--- config.mk ---
export PLATFORM = sky130hd
export DESIGN_NAME = idex_pipe_reg
export DESIGN_NICKNAME = d
export VERILOG_FILES = /design/src/rtl/idex_pipe_reg_pkg.sv /design/src/rtl/idex_pipe_reg_sat_counter.sv /design/src/rtl/idex_pipe_reg.sv
export SDC_FILE = /design/constraint.sdc
export NUM_CORES = 1
export LEC_CHECK = 0
export BUFFER_PORTS_ARGS = -buffer_cell sky130_fd_sc_hd__buf_2
export CAP_MARGIN = 15
export CORE_AREA = 4 4 156 158
export CTS_BUF_LIST = sky130_fd_sc_hd__clkbuf_4
export DETAILED_ROUTE_END_ITERATION = 16
export DIE_AREA = 0 0 160 162
export PLACE_DENSITY = 0.57
export REMOVE_ABC_BUFFERS = 1
export SLEW_MARGIN = 20
export SYNTH_ARGS = -nofsm -noshare
export SYNTH_HDL_FRONTEND = slang
export SYNTH_SLANG_ARGS = --single-unit
--- constraint.sdc ---
create_clock -name clk -period 1.7 [get_ports clk]
set_input_delay 0.255 -clock clk [delete_from_list [all_inputs] [get_ports clk]]
set_output_delay 0.255 -clock clk [all_outputs]
set_load 0.02 [all_outputs]
--- src/rtl/idex_pipe_reg_pkg.sv ---
// Shared core definitions for the pipeline registers: destination-select encodings,
// instruction field positions and the fixed architectural register indices.
package idex_pipe_reg_pkg;

  typedef enum logic [1:0] {
    RegDstRd   = 2'b00,
    RegDstRt   = 2'b01,
    RegDstLink = 2'b10,
    RegDstXp   = 2'b11
  } reg_dst_e;

  localparam int unsigned RS_HI = 25;
  localparam int unsigned RS_LO = 21;
  localparam int unsigned RT_HI = 20;
  localparam int unsigned RT_LO = 16;
  localparam int unsigned RD_HI = 15;
  localparam int unsigned RD_LO = 11;
  localparam int unsigned SH_HI = 10;
  localparam int unsigned SH_LO = 6;

  localparam logic [4:0] DEFAULT_LINK_REG = 5'd31;
  localparam logic [4:0] DEFAULT_XP_REG   = 5'd26;

  typedef struct packed {
    logic [1:0] reg_dst;
    logic       reg_wr;
    logic       mem_wr;
    logic       mem_rd;
    logic       alu_src1;
    logic       alu_src2;
    logic       sign;
    logic [1:0] mem_to_reg;
    logic [5:0] alu_fun;
  } ctrl_t;

endpackage

--- src/rtl/idex_pipe_reg_sat_counter.sv ---
// Saturating up-counter with asynchronous active-low clear; shared by the pipeline stages.
module sat_counter #(
  parameter int unsigned Width = 16
) (
  input  logic             clk_i,
  input  logic             rst_ni,
  input  logic             en_i,
  output logic [Width-1:0] count_o
);

  logic [Width-1:0] count_d, count_q;

  always_comb begin
    count_d = count_q;
    if (en_i && (count_q != {Width{1'b1}})) begin
      count_d = count_q + 1'b1;
    end
  end

  always_ff @(posedge clk_i or negedge rst_ni) begin
    if (!rst_ni) begin
      count_q <= '0;
    end else begin
      count_q <= count_d;
    end
  end

  assign count_o = count_q;

endmodule

--- src/rtl/idex_pipe_reg.sv ---
// ID/EX pipeline register: captures decoded controls and operands, supports stall/flush,
// counts inserted bubbles and flags load-use hazards back to decode.
module idex_pipe_reg
  import idex_pipe_reg_pkg::*;
#(
  parameter int unsigned DATA_W   = 32,
  parameter logic [4:0]  LINK_REG = DEFAULT_LINK_REG,
  parameter logic [4:0]  XP_REG   = DEFAULT_XP_REG,
  parameter int unsigned CNT_W    = 16
) (
  input  logic              clk,
  input  logic              reset,
  input  logic              stall,
  input  logic              flush,
  input  logic              validin,
  input  logic [31:0]       instructionin,
  input  logic [DATA_W-1:0] DatabusAin,
  input  logic [DATA_W-1:0] DatabusBin,
  input  logic [DATA_W-1:0] immin,
  input  logic [DATA_W-1:0] PCplusin,
  input  logic [1:0]        RegDstin,
  input  logic              RegWrin,
  input  logic              MemWrin,
  input  logic              MemRdin,
  input  logic              ALUSrc1in,
  input  logic              ALUSrc2in,
  input  logic              Signin,
  input  logic [1:0]        MemtoRegin,
  input  logic [5:0]        ALUFunin,
  output logic [DATA_W-1:0] DatabusAout,
  output logic [DATA_W-1:0] DatabusBout,
  output logic [DATA_W-1:0] immout,
  output logic [DATA_W-1:0] PCplusout,
  output logic [1:0]        RegDstout,
  output logic              RegWrout,
  output logic              MemWrout,
  output logic              MemRdout,
  output logic              ALUSrc1out,
  output logic              ALUSrc2out,
  output logic              Signout,
  output logic [1:0]        MemtoRegout,
  output logic [5:0]        ALUFunout,
  output logic              validout,
  output logic [4:0]        shamt,
  output logic [4:0]        Rsout,
  output logic [4:0]        Rtout,
  output logic [4:0]        Rdout,
  output logic              loaduse,
  output logic [CNT_W-1:0]  bubblecount
);

  logic              valid_d, valid_q;
  ctrl_t             ctrl_d, ctrl_q, ctrl_in;
  logic [DATA_W-1:0] a_d, a_q, b_d, b_q, imm_d, imm_q, pc_d, pc_q;
  logic [4:0]        shamt_d, shamt_q, rs_d, rs_q, rt_d, rt_q, rd_d, rd_q;
  logic [4:0]        rd_dec;
  logic              bubble;
  logic              unused_instr;

  assign unused_instr = ^{instructionin[31:26], instructionin[5:0]};

  // Flush beats stall; an unstalled load of a non-valid instruction is also a bubble.
  assign bubble = flush | (~stall & ~validin);

  assign ctrl_in = '{
    reg_dst:    RegDstin,
    reg_wr:     RegWrin,
    mem_wr:     MemWrin,
    mem_rd:     MemRdin,
    alu_src1:   ALUSrc1in,
    alu_src2:   ALUSrc2in,
    sign:       Signin,
    mem_to_reg: MemtoRegin,
    alu_fun:    ALUFunin
  };

  always_comb begin
    rd_dec = instructionin[RD_HI:RD_LO];
    unique case (reg_dst_e'(RegDstin))
      RegDstRd:   rd_dec = instructionin[RD_HI:RD_LO];
      RegDstRt:   rd_dec = instructionin[RT_HI:RT_LO];
      RegDstLink: rd_dec = LINK_REG;
      RegDstXp:   rd_dec = XP_REG;
      default:    rd_dec = instructionin[RD_HI:RD_LO];
    endcase
  end

  always_comb begin
    valid_d = valid_q;
    ctrl_d  = ctrl_q;
    a_d     = a_q;
    b_d     = b_q;
    imm_d   = imm_q;
    pc_d    = pc_q;
    shamt_d = shamt_q;
    rs_d    = rs_q;
    rt_d    = rt_q;
    rd_d    = rd_q;
    if (bubble) begin
      valid_d = 1'b0;
      ctrl_d  = '0;
      a_d     = '0;
      b_d     = '0;
      imm_d   = '0;
      pc_d    = '0;
      shamt_d = '0;
      rs_d    = '0;
      rt_d    = '0;
      rd_d    = '0;
    end else if (!stall) begin
      valid_d = validin;
      ctrl_d  = ctrl_in;
      a_d     = DatabusAin;
      b_d     = DatabusBin;
      imm_d   = immin;
      pc_d    = PCplusin;
      shamt_d = instructionin[SH_HI:SH_LO];
      rs_d    = instructionin[RS_HI:RS_LO];
      rt_d    = instructionin[RT_HI:RT_LO];
      rd_d    = rd_dec;
    end
  end

  always_ff @(posedge clk or negedge reset) begin
    if (!reset) begin
      valid_q <= 1'b0;
      ctrl_q  <= '0;
      a_q     <= '0;
      b_q     <= '0;
      imm_q   <= '0;
      pc_q    <= '0;
      shamt_q <= '0;
      rs_q    <= '0;
      rt_q    <= '0;
      rd_q    <= '0;
    end else begin
      valid_q <= valid_d;
      ctrl_q  <= ctrl_d;
      a_q     <= a_d;
      b_q     <= b_d;
      imm_q   <= imm_d;
      pc_q    <= pc_d;
      shamt_q <= shamt_d;
      rs_q    <= rs_d;
      rt_q    <= rt_d;
      rd_q    <= rd_d;
    end
  end

  sat_counter #(
    .Width (CNT_W)
  ) u_bubble_cnt (
    .clk_i   (clk),
    .rst_ni  (reset),
    .en_i    (bubble),
    .count_o (bubblecount)
  );

  assign DatabusAout = a_q;
  assign DatabusBout = b_q;
  assign immout      = imm_q;
  assign PCplusout   = pc_q;
  assign RegDstout   = ctrl_q.reg_dst;
  assign RegWrout    = ctrl_q.reg_wr;
  assign MemWrout    = ctrl_q.mem_wr;
  assign MemRdout    = ctrl_q.mem_rd;
  assign ALUSrc1out  = ctrl_q.alu_src1;
  assign ALUSrc2out  = ctrl_q.alu_src2;
  assign Signout     = ctrl_q.sign;
  assign MemtoRegout = ctrl_q.mem_to_reg;
  assign ALUFunout   = ctrl_q.alu_fun;
  assign validout    = valid_q;
  assign shamt       = shamt_q;
  assign Rsout       = rs_q;
  assign Rtout       = rt_q;
  assign Rdout       = rd_q;

  // $0 is never a real destination, so a write to it cannot create a hazard.
  assign loaduse = valid_q & ctrl_q.mem_rd & ctrl_q.reg_wr & (rd_q != 5'd0) &
                   ((rd_q == instructionin[RS_HI:RS_LO]) | (rd_q == instructionin[RT_HI:RT_LO]));

endmodule

# Word-level counts from Yosys, hierarchy flattened
# Index checks and enable logic that the tools add are counted.
dict set report word_totals {
  regBits 181
  input_bits 181
  wordCells 60
}
dict set report op_classes {
  n_addsub 1
  n_eq_ne 7
  mux 21
  bitwise_logic 9
  reduce_logical 3
}
# op count
set ops {}
lappend ops {{$mux 32} 8}
lappend ops {{$mux 5} 8}
lappend ops {{$mux 16} 2}
lappend ops {{$pmux 5 s4} 1}
lappend ops {{$add 16x1->16 const B} 1}
lappend ops {{$ne 16x16->1 const B} 1}
lappend ops {{$eq 5x5->1} 2}
lappend ops {{$and 1x1->1} 5}
lappend ops {{$reduce_bool 5->1} 1}
lappend ops {{$eq 2x2->1 const B} 2}
lappend ops {{$eq 2x1->1 const B} 1}
lappend ops {{$logic_not 2->1} 1}
lappend ops {{$mux 1} 2}
lappend ops {{$ne 2x1->1 const B} 1}
lappend ops {{$not 1->1} 2}
lappend ops {{$or 1x1->1} 2}
lappend ops {{$logic_and 1x1->1} 1}

# Depth between registers and ports, before layout
# Gate-level depths: netlist of run 1.
dict set report logic_depth {
  depth_word 4
  ltp_mapped 6
  ltp_nobuf 5
}

# Hierarchy
# A second synthesis of run 1 with hierarchy kept.
dict set report unflattened {
  hier_cells 482
  area_unflattened_um2 6902.9
}
# module n_inst cells_per_inst area_per_inst_um2
set modules_own_cells {}
lappend modules_own_cells {idex_pipe_reg 1 405 6018.3}
lappend modules_own_cells {sat_counter 1 77 884.6}

# Worst setup path after synthesis of run 1
# No wires, ideal clock.
dict set report synth_timing {
  kind {register -> register}
  startpoint {register u_bubble_cnt.count_q[0] (netlist: u_bubble_cnt.count_o[0])}
  endpoint {register u_bubble_cnt.count_q[1] (netlist: u_bubble_cnt.count_o[1])}
  setup_ps 125
  arrival_time_ps 1514
  setup_slack_ps 61
  path_stages_with_launch 6
  n_path_buf 0
  period_less_slack_ps 1639
  path_cell_list {dfrtp_1 ha_1 nand4_1 nor4_4 nor2_2 mux2_4}
}
dict set report synth_between {
  elab_chain_cells 2
  word_cells_on_any_way 3
}
# element line
set synth_rtl {}
lappend synth_rtl {{from (decl)} idex_pipe_reg_sat_counter.sv:11} ;# logic [Width-1:0] count_d, count_q;
lappend synth_rtl {{from (signal assigned)} idex_pipe_reg_sat_counter.sv:24} ;# count_q <= count_d;
lappend synth_rtl {{parallel branches: the longest is 2 deep, another holds $add 16x1->16} n/a}
# Parallel ways; which one is timed is not known.
# A chain may end at the register's enable or synchronous reset.

# Final worst setup path of run 1
dict set report layout_timing {
  startpoint {register rd_q[1] (netlist: Rdout[1])}
  endpoint {output port loaduse}
}
dict set report layout_between {
  elab_chain_cells 3
  word_cells_on_any_way 6
}
# element line
set layout_rtl {}
lappend layout_rtl {{from (decl)} idex_pipe_reg.sv:55} ;# logic [4:0] shamt_d, shamt_q, rs_d, rs_q, rt_d, rt_q, rd_d, rd_q;
lappend layout_rtl {{from (signal assigned)} idex_pipe_reg.sv:146} ;# rd_q <= rd_d;
lappend layout_rtl {{$eq 5x5->1 or $reduce_bool 5->1 (tied branches)} {idex_pipe_reg.sv:180, idex_pipe_reg.sv:179}}
lappend layout_rtl {{$or 1x1->1 or $and 1x1->1 (tied branches)} {idex_pipe_reg.sv:180, idex_pipe_reg.sv:179}}
lappend layout_rtl {{$and 1x1->1 (*)} idex_pipe_reg.sv:179} ;# assign loaduse = valid_q & ctrl_q.mem_rd & ctrl_q.reg_wr & (rd_q != 5'd0) &
lappend layout_rtl {{to (decl)} idex_pipe_reg.sv:48} ;# output logic loaduse,
# Mark *: on every way between the ends. The rest lies on a longest branch, timed or not.

==> impl_summary.txt, run 1 <==
----------------------------------------------------
[Clocking]
  Clock tree from TritonCTS ... built
  Number of buffers on the longest clock path ... 2
  Post-CTS clock slew at the launch and capture registers of the worst setup and hold paths ... 0.15 ns
  Clock latency on the worst-skew pair ... 0.54 ns
  H-tree levels ... 4
  Number of sinks on the clock net ... 181
  Buffer type at the clock tree root ... sky130_fd_sc_hd__clkbuf_4
  Number of buffers created by CTS ... 17

[Critical path]
  Crit path launch type ... flop
  Worst Path Class, Setup ... flop to primary output
  Required time worst endpoint ... 1.44 ns
  Critical path data arrival time ... around 1.9 ns
  Worst flop-to-flop path startpoint ... u_bubble_cnt.count_o[1]
  Reg2reg end ... u_bubble_cnt.count_o[1]
  Reg-to-reg setup timing slack ... 0.07 ns
  Critical Path Fanout Max ... 3
  Depth of the worst register-to-register path ... 5
  Endpoint type of the worst setup path ... primary output

[STA]
  Max-slew headroom at the worst pin ... 0.690
  Final clock skew ... 0.0121 ns
  Unrepaired setup endpoints after global routing ... yes
  Total count of max-transition violations in the final report ... 0
  Ratio of final minimum period to clock period ... 1.27
  WHS ... 0.0929 ns
  Worst Max-Slew Pin Slew ... 0.465 ns
  Final critical delay including setup and external delays ... 2.16 ns
  Worst setup margin ... -0.464 ns
  Max frequency ... 462 MHz
  Final Hold Vio Count ... 0
  Final setup violating endpoints ... 1

[Layout]
  Syn-to-layout area delta ... 62.5%
  Final layout net count ... ~1200
  Final Core Density ... 0.476
  Number of diodes ... 0
  Layout cell share with drive strength beyond 1 ... 0.416

[Power]
  Switching power summed over all nets ... 2.86 mW
  Proportion of power drawn by flip-flops and latches ... 0.525
  Pwr dens ... 824 mW/mm^2
  Switching Share ... 0.315
  Internal power component ... 6.21 mW
  Power share of the clock group ... 0.271
  Maximum resistive drop on vdd ... 0.599 mV
  Comb pwr share ... 0.205
  Leakage power summed over all cells ... around 5.9 nW

[Synth]
  Share of the synthesized area in the top cell type ... 0.668
  Most common cell in the netlist ... sky130_fd_sc_hd__dfrtp_1
  Mean instance size in the synthesized netlist ... ~14 um^2
  Total number of yosys warnings ... 0
  Prevailing post-synth register cell ... sky130_fd_sc_hd__dfrtp_1
  Leading post-synthesis cells by instance count ... sky130_fd_sc_hd__dfrtp_1 (181), sky130_fd_sc_hd__a22o_1 (159), sky130_fd_sc_hd__nand2_1 (15), sky130_fd_sc_hd__buf_2 (13)
  Leading post-synthesis cells by cell area ... sky130_fd_sc_hd__dfrtp_1 (67%), sky130_fd_sc_hd__a22o_1 (21%), sky130_fd_sc_hd__xor2_1 (1.4%)
  EDFF count, synth ... 0
  Distinct cells, synth ... 38
  Share of synthesized area occupied by flip-flops and latches ... 0.668
  Gate Count Post-Synth ... 479
  Cell taking the most area after synthesis ... sky130_fd_sc_hd__dfrtp_1
  Post-synthesis register bit count ... ~180
  Share of flip-flops with an asynchronous set or reset after synthesis ... 1.00
  Cell area after technology mapping ... between 0.006 and 0.007 mm^2

[Drt]
  Starting DRT DRC Count ... ~340
  Router iterations before antenna repair ... 4
  DRT antenna net count ... 0
  Routed wire length per instance ... approximately 17 um
  Post-detailed-route DRC marker count ... 0
  Routed vias/inst ... 4.77
  Total number of vias ... ~6200
  Total Routed Length ... around 23000 um

[Run]
  Max cap viols ... 0

[Min path]
  WHS Endpoint ... Rdout[1]
  Path type of the worst min-delay path ... input port to flop
  Cell count of the worst hold path ... 4
  Hold Startpoint ... instructionin[12]

[Run status]
  Status ... complete, but fails checks
  Violated checks ... setup timing

[Global routing]
  Pin count of the biggest net entering global routing ... 95
  Number of antenna violations at the first check in global routing ... 0
  Wire length of the first global-routing pass ... 36600 um
  Remaining global-route overflow ... 0
  Number of global-route vias before repair ... ~6800
  Overall fraction of global-route tracks in use ... 0.174

[Floorplan]
  Die outline area ... between 0.02 and 0.03 mm^2
  Height of the die ... 162 um
  Number of core rows ... 56
  Die outline width ... about 160 um
  Standard cell core area ... between 0.02 and 0.025 mm^2
  Starting utilization of the core area ... 0.293
  Number of placed I/O pins ... 363

[Placement]
  Detail Placement HPWL ... ~15000 um
  Routability cong. ... 0.772
  PortBufs ... 350

----------------------------------------------------
[worst max path at each step]
stage	start	end	slack, ns	depth (start not counted)
floorplan	stall	Rdout[0]	-4.73	4
global placement	Rdout[1]	loaduse	0.06	4
detailed placement	Rdout[1]	loaduse	0.05	4
CTS	Rdout[1]	loaduse	-0.54	4
global route	Rdout[1]	loaduse	-0.59	4
finish	Rdout[1]	loaduse	-0.46	4
[per-layer routing]
layer | wire [um] | track usage | vias to the layer above
met5 | 0 | 0 | -
met3 | 1410 | 0.0502 | 45
met2 | 11300 | 0.297 | 248
met1 | 9380 | 0.210 | 3050
li1 | - | - | 2869
met4 | 650 | 0.0637 | 0
[cell families (layout without fill, tap and decap cells)]
kind of cell	Yosys count	in the layout	synth area share
XOR/XNOR	18	18	0.0233
multiplexers	7	7	0.0118
buffers and inverters	40	572	0.0245
adder cells (fa/ha/maj)	1	1	0.00185
flip-flops	181	181	0.668
AO/OA/AOI/OAI	181	181	0.227
AND/OR/NAND/NOR	51	51	0.0436
[layout by cell type (no fill, tap or decap), types with 3 or more instances in the layout]
cell / synthesis / layout
sky130_fd_sc_hd__nor3_1: 5 / 5
sky130_fd_sc_hd__inv_1: 3 / 3
sky130_fd_sc_hd__xnor2_1: 7 / 7
sky130_fd_sc_hd__nand2_1: 15 / 15
sky130_fd_sc_hd__mux2_2: 4 / 4
sky130_fd_sc_hd__buf_4: 0 / 13
sky130_fd_sc_hd__dfrtp_1: 181 / 181
sky130_fd_sc_hd__clkbuf_4: 0 / 17
sky130_fd_sc_hd__dlygate4sd3_1: 0 / 166
sky130_fd_sc_hd__inv_6: 0 / 5
sky130_fd_sc_hd__nor2_1: 6 / 5
sky130_fd_sc_hd__a31oi_1: 3 / 3
sky130_fd_sc_hd__a21oi_1: 5 / 4
sky130_fd_sc_hd__xor2_1: 11 / 11
sky130_fd_sc_hd__nand4_1: 3 / 3
sky130_fd_sc_hd__buf_2: 13 / 348
sky130_fd_sc_hd__a22o_1: 159 / 159
sky130_fd_sc_hd__o21ai_0: 5 / 5
sky130_fd_sc_hd__nand3_1: 8 / 8
sky130_fd_sc_hd__buf_12: 0 / 8
[critical path: stages, from the launching register on]
cell	delay (ns)
sky130_fd_sc_hd__dfrtp_1	0.44
sky130_fd_sc_hd__or4_4	0.55
sky130_fd_sc_hd__o2111ai_2	0.19
sky130_fd_sc_hd__a21oi_2	0.06
sky130_fd_sc_hd__buf_6	0.13
[power by group through the flow]
stage	clock network (mW)	logic (mW)	registers, mW
3_5_place_dp	0	1.53	4.83
3_3_place_gp	0	1.53	4.82
4_1_cts	2.60	1.84	4.76
2_1_floorplan	0	0.463	5.12
6_report	2.46	1.86	4.76
5_1_grt	2.75	2.01	4.80
[timing repair]
item	in CTS	in global routing
hold buffers	166	0
gates cloned	0	0
pin swaps	0	3
endpoints found under the hold margin	337	0
endpoints found under the setup margin	1	6
buffers inserted	2	0
gates resized for setup	5	6
[metrics by stage]
stage / worst slack [ns] / TNS [ns] / power, mW / std cells / area, um^2
after floorplan: -4.73 / -766.12 / 5.59 / 442 / 6630
after global placement: 0.0550 / 0 / 6.35 / 1101 / 9000
after detailed placement: 0.0538 / 0 / 6.36 / 1101 / 9000
after CTS: -0.545 / -0.545 / 9.20 / 1301 / 11000
after global routing: -0.588 / -0.608 / 9.56 / 1301 / 11000
final: -0.464 / -0.464 / 9.07 / 1301 / 11000
[area by class of cell]
type	instances	area, um^2
clock buffer	17	128
clock inverter	15	165
fill	2091	12100
inverter	3	11.3
multi-input combinational	258	2140
sequential	181	4530
tap	290	363
timing repair buffer	537	3680
[flip-flops by register name (all words and copies together) (netlist names)]
signal	flops
MemtoRegout	2
MemWrout	1
immout	32
Rdout	5
validout	1
RegWrout	1
RegDstout	2
shamt	5
ALUFunout	6
MemRdout	1
ALUSrc1out	1
ALUSrc2out	1
Rsout	5
DatabusAout	32
u_bubble_cnt.count_o	16
DatabusBout	32
PCplusout	32
Signout	1
Rtout	5
Power figures use the tool's default switching activity.
==> inputs of run 2 (changes only) <==
--- a/config.mk
+++ b/config.mk
@@ -6,12 +6,12 @@
 export NUM_CORES = 1
 export LEC_CHECK = 0
 export BUFFER_PORTS_ARGS = -buffer_cell sky130_fd_sc_hd__buf_2
-export CAP_MARGIN = 15
-export CORE_AREA = 4 4 156 158
+export CAP_MARGIN = 20
+export CORE_AREA = 4 4 218 114
 export CTS_BUF_LIST = sky130_fd_sc_hd__clkbuf_4
 export DETAILED_ROUTE_END_ITERATION = 16
-export DIE_AREA = 0 0 160 162
-export PLACE_DENSITY = 0.57
+export DIE_AREA = 0 0 222 118
+export PLACE_DENSITY = 0.61
 export REMOVE_ABC_BUFFERS = 1
 export SLEW_MARGIN = 20
 export SYNTH_ARGS = -nofsm -noshare
==> run 2 against run 1 <==
The run still ends with setup timing left. Total power rose by 1.3%. Die area rose by 1.1%. Global-route usage rose by 1.2 points. Sequential share of layout area fell by 0.35 points. Register-to-register slack improved by 0.07 ns. Utilization rose by 1.4 points. Critical path depth did not move. Combinational power rose by 4%. Non-clock buffer count rose by 6. Wire length rose by 7.7%. Setup slack got worse by 0.044 ns. Final cell count rose by 1.8%. Critical path type unchanged. Critical endpoint unchanged. Highest routed layer unchanged.
==> impl_summary.txt, run 2 (synthesis results as in run 1) <==
----------------------------------------------------
[Critical path]
  Max stage delay on crit path ... 0.54 ns
  Slowest cell on the critical path ... sky130_fd_sc_hd__or4_1
  Crit path launch type ... flop
  Required time worst endpoint ... ~1.4 ns
  Critical path data arrival time ... 1.95 ns
  Worst flop-to-flop path startpoint ... u_bubble_cnt.count_o[3]
  Worst Path Class, Setup ... flop to primary output
  Cell-by-cell listing of the critical path ... or4_1, o2111ai_2, a21oi_2, buf_4
  Endpoint type of the worst setup path ... primary output
  Reg2reg end ... u_bubble_cnt.count_o[13]
  Critical Path Fanout Max ... 2
  Depth of the worst register-to-register path ... 4
  Reg-to-reg setup timing slack ... ~0.14 ns

[Drt]
  Routed wire length per instance ... 18.5 um
  Total number of vias ... just over 6000
  Met3 layer wire length in the routed design ... roughly 660 um
  Met2 layer wire length in the routed design ... 13600 um
  DRT antenna net count ... 0
  Routed vias/inst ... ~4.7
  Metal1 wirelength ... 9470 um
  Router iterations before antenna repair ... 5
  Total Routed Length ... 24500 um
  Starting DRT DRC Count ... 466
  Post-detailed-route DRC marker count ... 0
  Highest metal layer used by the detailed router ... met4

[Run status]
  Status ... complete, but fails checks
  Violated checks ... setup timing

[Clocking]
  Number of buffers on the longest clock path ... 2
  Buffer type at the clock tree root ... sky130_fd_sc_hd__clkbuf_4
  H-tree levels ... 4
  Clock latency on the worst-skew pair ... 0.59 ns
  Number of buffers created by CTS ... 17
  Clock tree from TritonCTS ... built
  Post-CTS clock slew at the launch and capture registers of the worst setup and hold paths ... 0.14 ns
  Number of sinks on the clock net ... 181

[STA]
  Final Hold Vio Count ... 0
  Max-slew headroom at the worst pin ... 0.655
  Worst Max-Slew Pin Slew ... between 0.5 and 0.6 ns
  WHS ... between 0.07 and 0.08 ns
  Max frequency ... 453 MHz
  Ratio of final minimum period to clock period ... 1.30
  Final critical delay including setup and external delays ... 2.21 ns
  Final setup violating endpoints ... 1
  Unrepaired setup endpoints after global routing ... yes
  Final clock skew ... between 0.003 and 0.004 ns
  Total count of max-transition violations in the final report ... 0
  Worst setup margin ... -0.508 ns

[Global routing]
  Pin count of the biggest net entering global routing ... 50
  Wire length of the first global-routing pass ... between 30000 and 40000 um
  Overall fraction of global-route tracks in use ... 0.186
  Remaining global-route overflow ... 0
  Number of antenna violations at the first check in global routing ... 1
  Number of global-route vias before repair ... about 7000

[Placement]
  Detail Placement HPWL ... roughly 17000 um
  PortBufs ... 350
  Routability cong. ... 0.876
  Worst slack at placement ... around 0.10 ns

[Floorplan]
  Die outline area ... 0.0262 mm^2
  Starting utilization of the core area ... 0.299
  Number of placed I/O pins ... 363
  Die outline width ... 222 um
  Number of core rows ... 39
  Standard cell core area ... 0.0226 mm^2
  Height of the die ... approximately 120 um

[Min path]
  Path type of the worst min-delay path ... input port to flop
  WHS Endpoint ... Rdout[0]
  Hold Startpoint ... instructionin[16]
  Cell count of the worst hold path ... 5

[Power]
  Leakage power summed over all cells ... 5.96 nW
  Pwr dens ... roughly 830 mW/mm^2
  Maximum resistive drop on vdd ... 0.403 mV

[Run]
  Max cap viols ... 0

[Layout]
  Leading cell type in the layout, fill and taps excluded ... sky130_fd_sc_hd__buf_2
  Layout cell share with drive strength beyond 1 ... 0.414
  Final layout net count ... approximately 1200
  Most frequent cells in the layout ... sky130_fd_sc_hd__buf_2 (348), sky130_fd_sc_hd__dfrtp_1 (181), sky130_fd_sc_hd__dlygate4sd3_1 (168)
  Syn-to-layout area delta ... 63.9%

----------------------------------------------------
run 2: cell count changes in the layout (fill, tap and decap cells not counted), sizes merged:
cell         delta
buf             +4
bufinv          +2
clkbuf          +3
clkinv          +3
clkinvlp        -1
diode           +1
dlygate4sd3     +2
inv             -7
run 2: timing repair:
item	4_1_cts	5_1_grt
hold buffers	168	0
setup buffers	1	2
endpoints found under the hold margin	322	0
setup endpoints to repair	1	9
gates resized for setup	0	8
pin swaps	0	1
cloned	0	0
run 2: power by group:
part	switching, mW	internal [mW]
clock	1.46	1.04
sequential	0.198	4.54
combinational	1.04	0.907
run 2: through the flow:
stage	instance area (um^2)	cells	power, mW	utilization	TNS (ns)
after floorplan	6630	442	5.59	-	-766.12
final	11100	1325	9.19	0.491	-0.508
after detailed placement	9080	1121	6.44	0.401	0
after CTS	11100	1322	9.28	0.489	-0.594
after global routing	11100	1325	9.67	0.491	-0.652
after global placement	9080	1121	6.40	0.401	0
run 2: how the worst max path moves through the flow:
stage | from | to | slack (ns) | cells past startpoint
floorplan | stall | Rdout[0] | -4.73 | 4
global route | Rdout[1] | loaduse | -0.64 | 4
detailed placement | Rdout[3] | loaduse | 0.10 | 4
CTS | Rdout[2] | loaduse | -0.59 | 4
finish | Rdout[1] | loaduse | -0.51 | 4
global placement | Rdout[3] | loaduse | 0.12 | 4
run 2: layer usage:
metal / vias up / GRT usage
li1: 2883 / -
met1: 3148 / 0.212
met2: 129 / 0.343
met3: 55 / 0.0287
met4: 0 / 0.0859
met5: - / 0
run 2: layout make-up:
type,count,area [um^2]
fill,2045,11500
sequential,181,4530
timing repair buffer,543,3770
multi-input combinational,258,2130
tap,307,384
clock buffer,20,150
clock inverter,12,136
inverter,3,11.3
antenna,1,2.50
run 2: worst max-delay path: cells and delay by family, from the launching register on:
kind                   cells  cell delay (ns)
AO/OA/AOI/OAI              2             0.27
buffers and inverters      1             0.16
flip-flops                 1             0.40
AND/OR/NAND/NOR            1             0.54
==> inputs of run 3 (changes only) <==
==> constraint.sdc (replaced) <==
create_clock -name clk -period 1.7 [get_ports clk]
set_input_delay 0 -clock clk [delete_from_list [all_inputs] [get_ports clk]]
set_output_delay 0 -clock clk [all_outputs]
set_load 0.02 [all_outputs]
==> run 3 against run 2 <==
The flow still finishes with violations (setup timing). First-iteration DRC count grew 15%. Register-to-register slack worse by 0.05 ns. Non-clock buffer count is 12 higher. Setup slack improved by 0.26 ns. Final cell count is 0.98% higher. Sequential share of layout area shrank 0.31 points. Clock power down 6%. Hold slack improved by 0.058 ns. Wire length rose by 3.1%. Largest power group unchanged. Total power decreased by 1.3%. Global-route usage increased by 0.49 points.
==> impl_summary.txt, run 3 (synthesis results as in run 1) <==
----------------------------------------------------
[Run status]
  Status ... complete, but fails checks
  Violated checks ... setup timing

[Drt]
  Post-detailed-route DRC marker count ... 0
  Starting DRT DRC Count ... 536
  Routed wire length per instance ... 18.8 um
  Total Routed Length ... 25200 um
  Total number of vias ... 6432
  DRT antenna net count ... 0
  Router iterations before antenna repair ... 4
  Routed vias/inst ... roughly 4.8

[Min path]
  Path type of the worst min-delay path ... input port to flop

[Global routing]
  Wire length of the first global-routing pass ... around 40000 um
  Number of antenna violations at the first check in global routing ... 2
  Pin count of the biggest net entering global routing ... 78
  Number of global-route vias before repair ... 7062
  Remaining global-route overflow ... 0
  Overall fraction of global-route tracks in use ... 0.190

[STA]
  Final Hold Vio Count ... 0
  Worst Max-Slew Pin Slew ... 0.392 ns
  Final critical delay including setup and external delays ... between 1.5 and 2 ns
  Unrepaired setup endpoints after global routing ... yes
  Final setup violating endpoints ... 1
  Total count of max-transition violations in the final report ... 0
  Max-slew headroom at the worst pin ... 0.735
  Ratio of final minimum period to clock period ... 1.15
  Worst setup margin ... -0.249 ns
  Max frequency ... 513 MHz
  Final clock skew ... between 0.005 and 0.006 ns

[Placement]
  Worst slack at placement ... 0.121 ns
  Routability cong. ... 0.859
  PortBufs ... 350
  Detail Placement HPWL ... between 15000 and 20000 um

[Floorplan]
  Die outline area ... 0.0262 mm^2
  Starting utilization of the core area ... 0.299
  Number of placed I/O pins ... about 360
  Standard cell core area ... 0.0226 mm^2
  Die outline width ... 222 um
  Number of core rows ... 39
  Height of the die ... roughly 120 um

[Clocking]
  Clock tree from TritonCTS ... built
  Number of buffers created by CTS ... 17
  H-tree levels ... 4
  Post-CTS clock slew at the launch and capture registers of the worst setup and hold paths ... 0.14 ns
  Clock latency on the worst-skew pair ... 0.60 ns
  Buffer type at the clock tree root ... sky130_fd_sc_hd__clkbuf_4
  Number of buffers on the longest clock path ... 2
  Number of sinks on the clock net ... 181

[Power]
  Leakage power summed over all cells ... 6.01 nW
  Pwr dens ... 810 mW/mm^2
  Total Power ... 9.07 mW
  Maximum resistive drop on vdd ... 0.389 mV

[Critical path]
  Crit path launch type ... flop
  Critical path data arrival time ... 1.95 ns
  Required time worst endpoint ... approximately 1.7 ns
  Critical Path Fanout Max ... 2
  Worst Path Class, Setup ... flop to primary output
  Endpoint type of the worst setup path ... primary output

[Layout]
  Final layout net count ... around 1200
  Layout cell share with drive strength beyond 1 ... 0.403
  Syn-to-layout area delta ... 65.2%
  Most frequent cells in the layout ... sky130_fd_sc_hd__buf_2 (348), sky130_fd_sc_hd__dlygate4sd3_1 (186), sky130_fd_sc_hd__dfrtp_1 (180)
  Leading cell type in the layout, fill and taps excluded ... sky130_fd_sc_hd__buf_2

[Run]
  Max cap viols ... 0

----------------------------------------------------
-- run 3: cell types whose count changed in the layout (fill, tap and decap cells not counted), sizes merged --
cell	before	now
bufinv	3	2
diode	1	2
clkbuf	20	19
dlygate4sd3	168	186
clkinv	8	10
buf	375	369
-- run 3: routing by layer --
| layer | part of all wire | up-vias | track usage | wire [um] |
|---|---|---|---|---|
| met3 | 0.039 | 90 | 0.0468 | 987 |
| met5 | 0 | - | 0 | 0 |
| met1 | 0.38 | 3228 | 0.210 | 9520 |
| met4 | 0.052 | 0 | 0.109 | 1300 |
| met2 | 0.53 | 207 | 0.337 | 13400 |
| li1 | - | 2907 | - | - |
-- run 3: final cells by class --
cell class / count / area, um^2
Antenna cell: 2 / 5.00
Clock buffer: 19 / 143
Clock inverter: 13 / 115
Fill cell: 1996 / 11400
Inverter: 3 / 11.3
Multi-Input combinational cell: 258 / 2120
Sequential cell: 181 / 4530
Tap cell: 307 / 384
Timing Repair Buffer: 555 / 3880
-- run 3: power breakdown --
| group | switching, mW | internal [mW] |
|---|---|---|
| clock network | 1.49 | 0.872 |
| registers | 0.201 | 4.55 |
| logic | 1.06 | 0.911 |
-- run 3: worst max-delay path: stages (launching register included) --
cell and delay (ns):
sky130_fd_sc_hd__dfrtp_1 0.42, sky130_fd_sc_hd__or4_4 0.54, sky130_fd_sc_hd__o2111ai_2 0.20, sky130_fd_sc_hd__a21oi_2 0.05
sky130_fd_sc_hd__buf_6 0.13
-- run 3: through the flow --
step	hold slack, ns	instances	setup TNS, ns	utilization	instance area (um^2)
after global placement	-0.0516	1114	0	0.397	8990
final	0.133	1338	-0.249	0.495	11200
after CTS	0.0617	1336	-0.298	0.493	11200
after global routing	0.0695	1338	-0.376	0.495	11200
after detailed placement	-0.0439	1114	0	0.397	8990
after floorplan	-0.296	442	-724.30	-	6630
-- run 3: path summary, 6_finish.rpt --
| path | start | endpoint | depth (start not counted) | slack [ns] |
|---|---|---|---|---|
| max in group asynchronous | reset | Rdout[2] | 4 | 0.89 |
| worst min register to register | PCplusout[21] | PCplusout[21] | 1 | 0.51 |
| worst min-delay path | immin[14] | immout[14] | 3 | 0.13 |
| min in group asynchronous | reset | Signout | 4 | 0.53 |
| worst max-delay path | Rdout[1] | loaduse | 4 | -0.25 |
| worst max register to register | u_bubble_cnt.count_o[1] | u_bubble_cnt.count_o[1] | 5 | 0.09 |
-- run 3: repair_timing --
action,in CTS,in global routing
pin swaps,0,4
gates resized for setup,3,6
buffers inserted,3,0
hold buffers,187,0
endpoints found under the hold margin,360,0
endpoints found under the setup margin,1,5
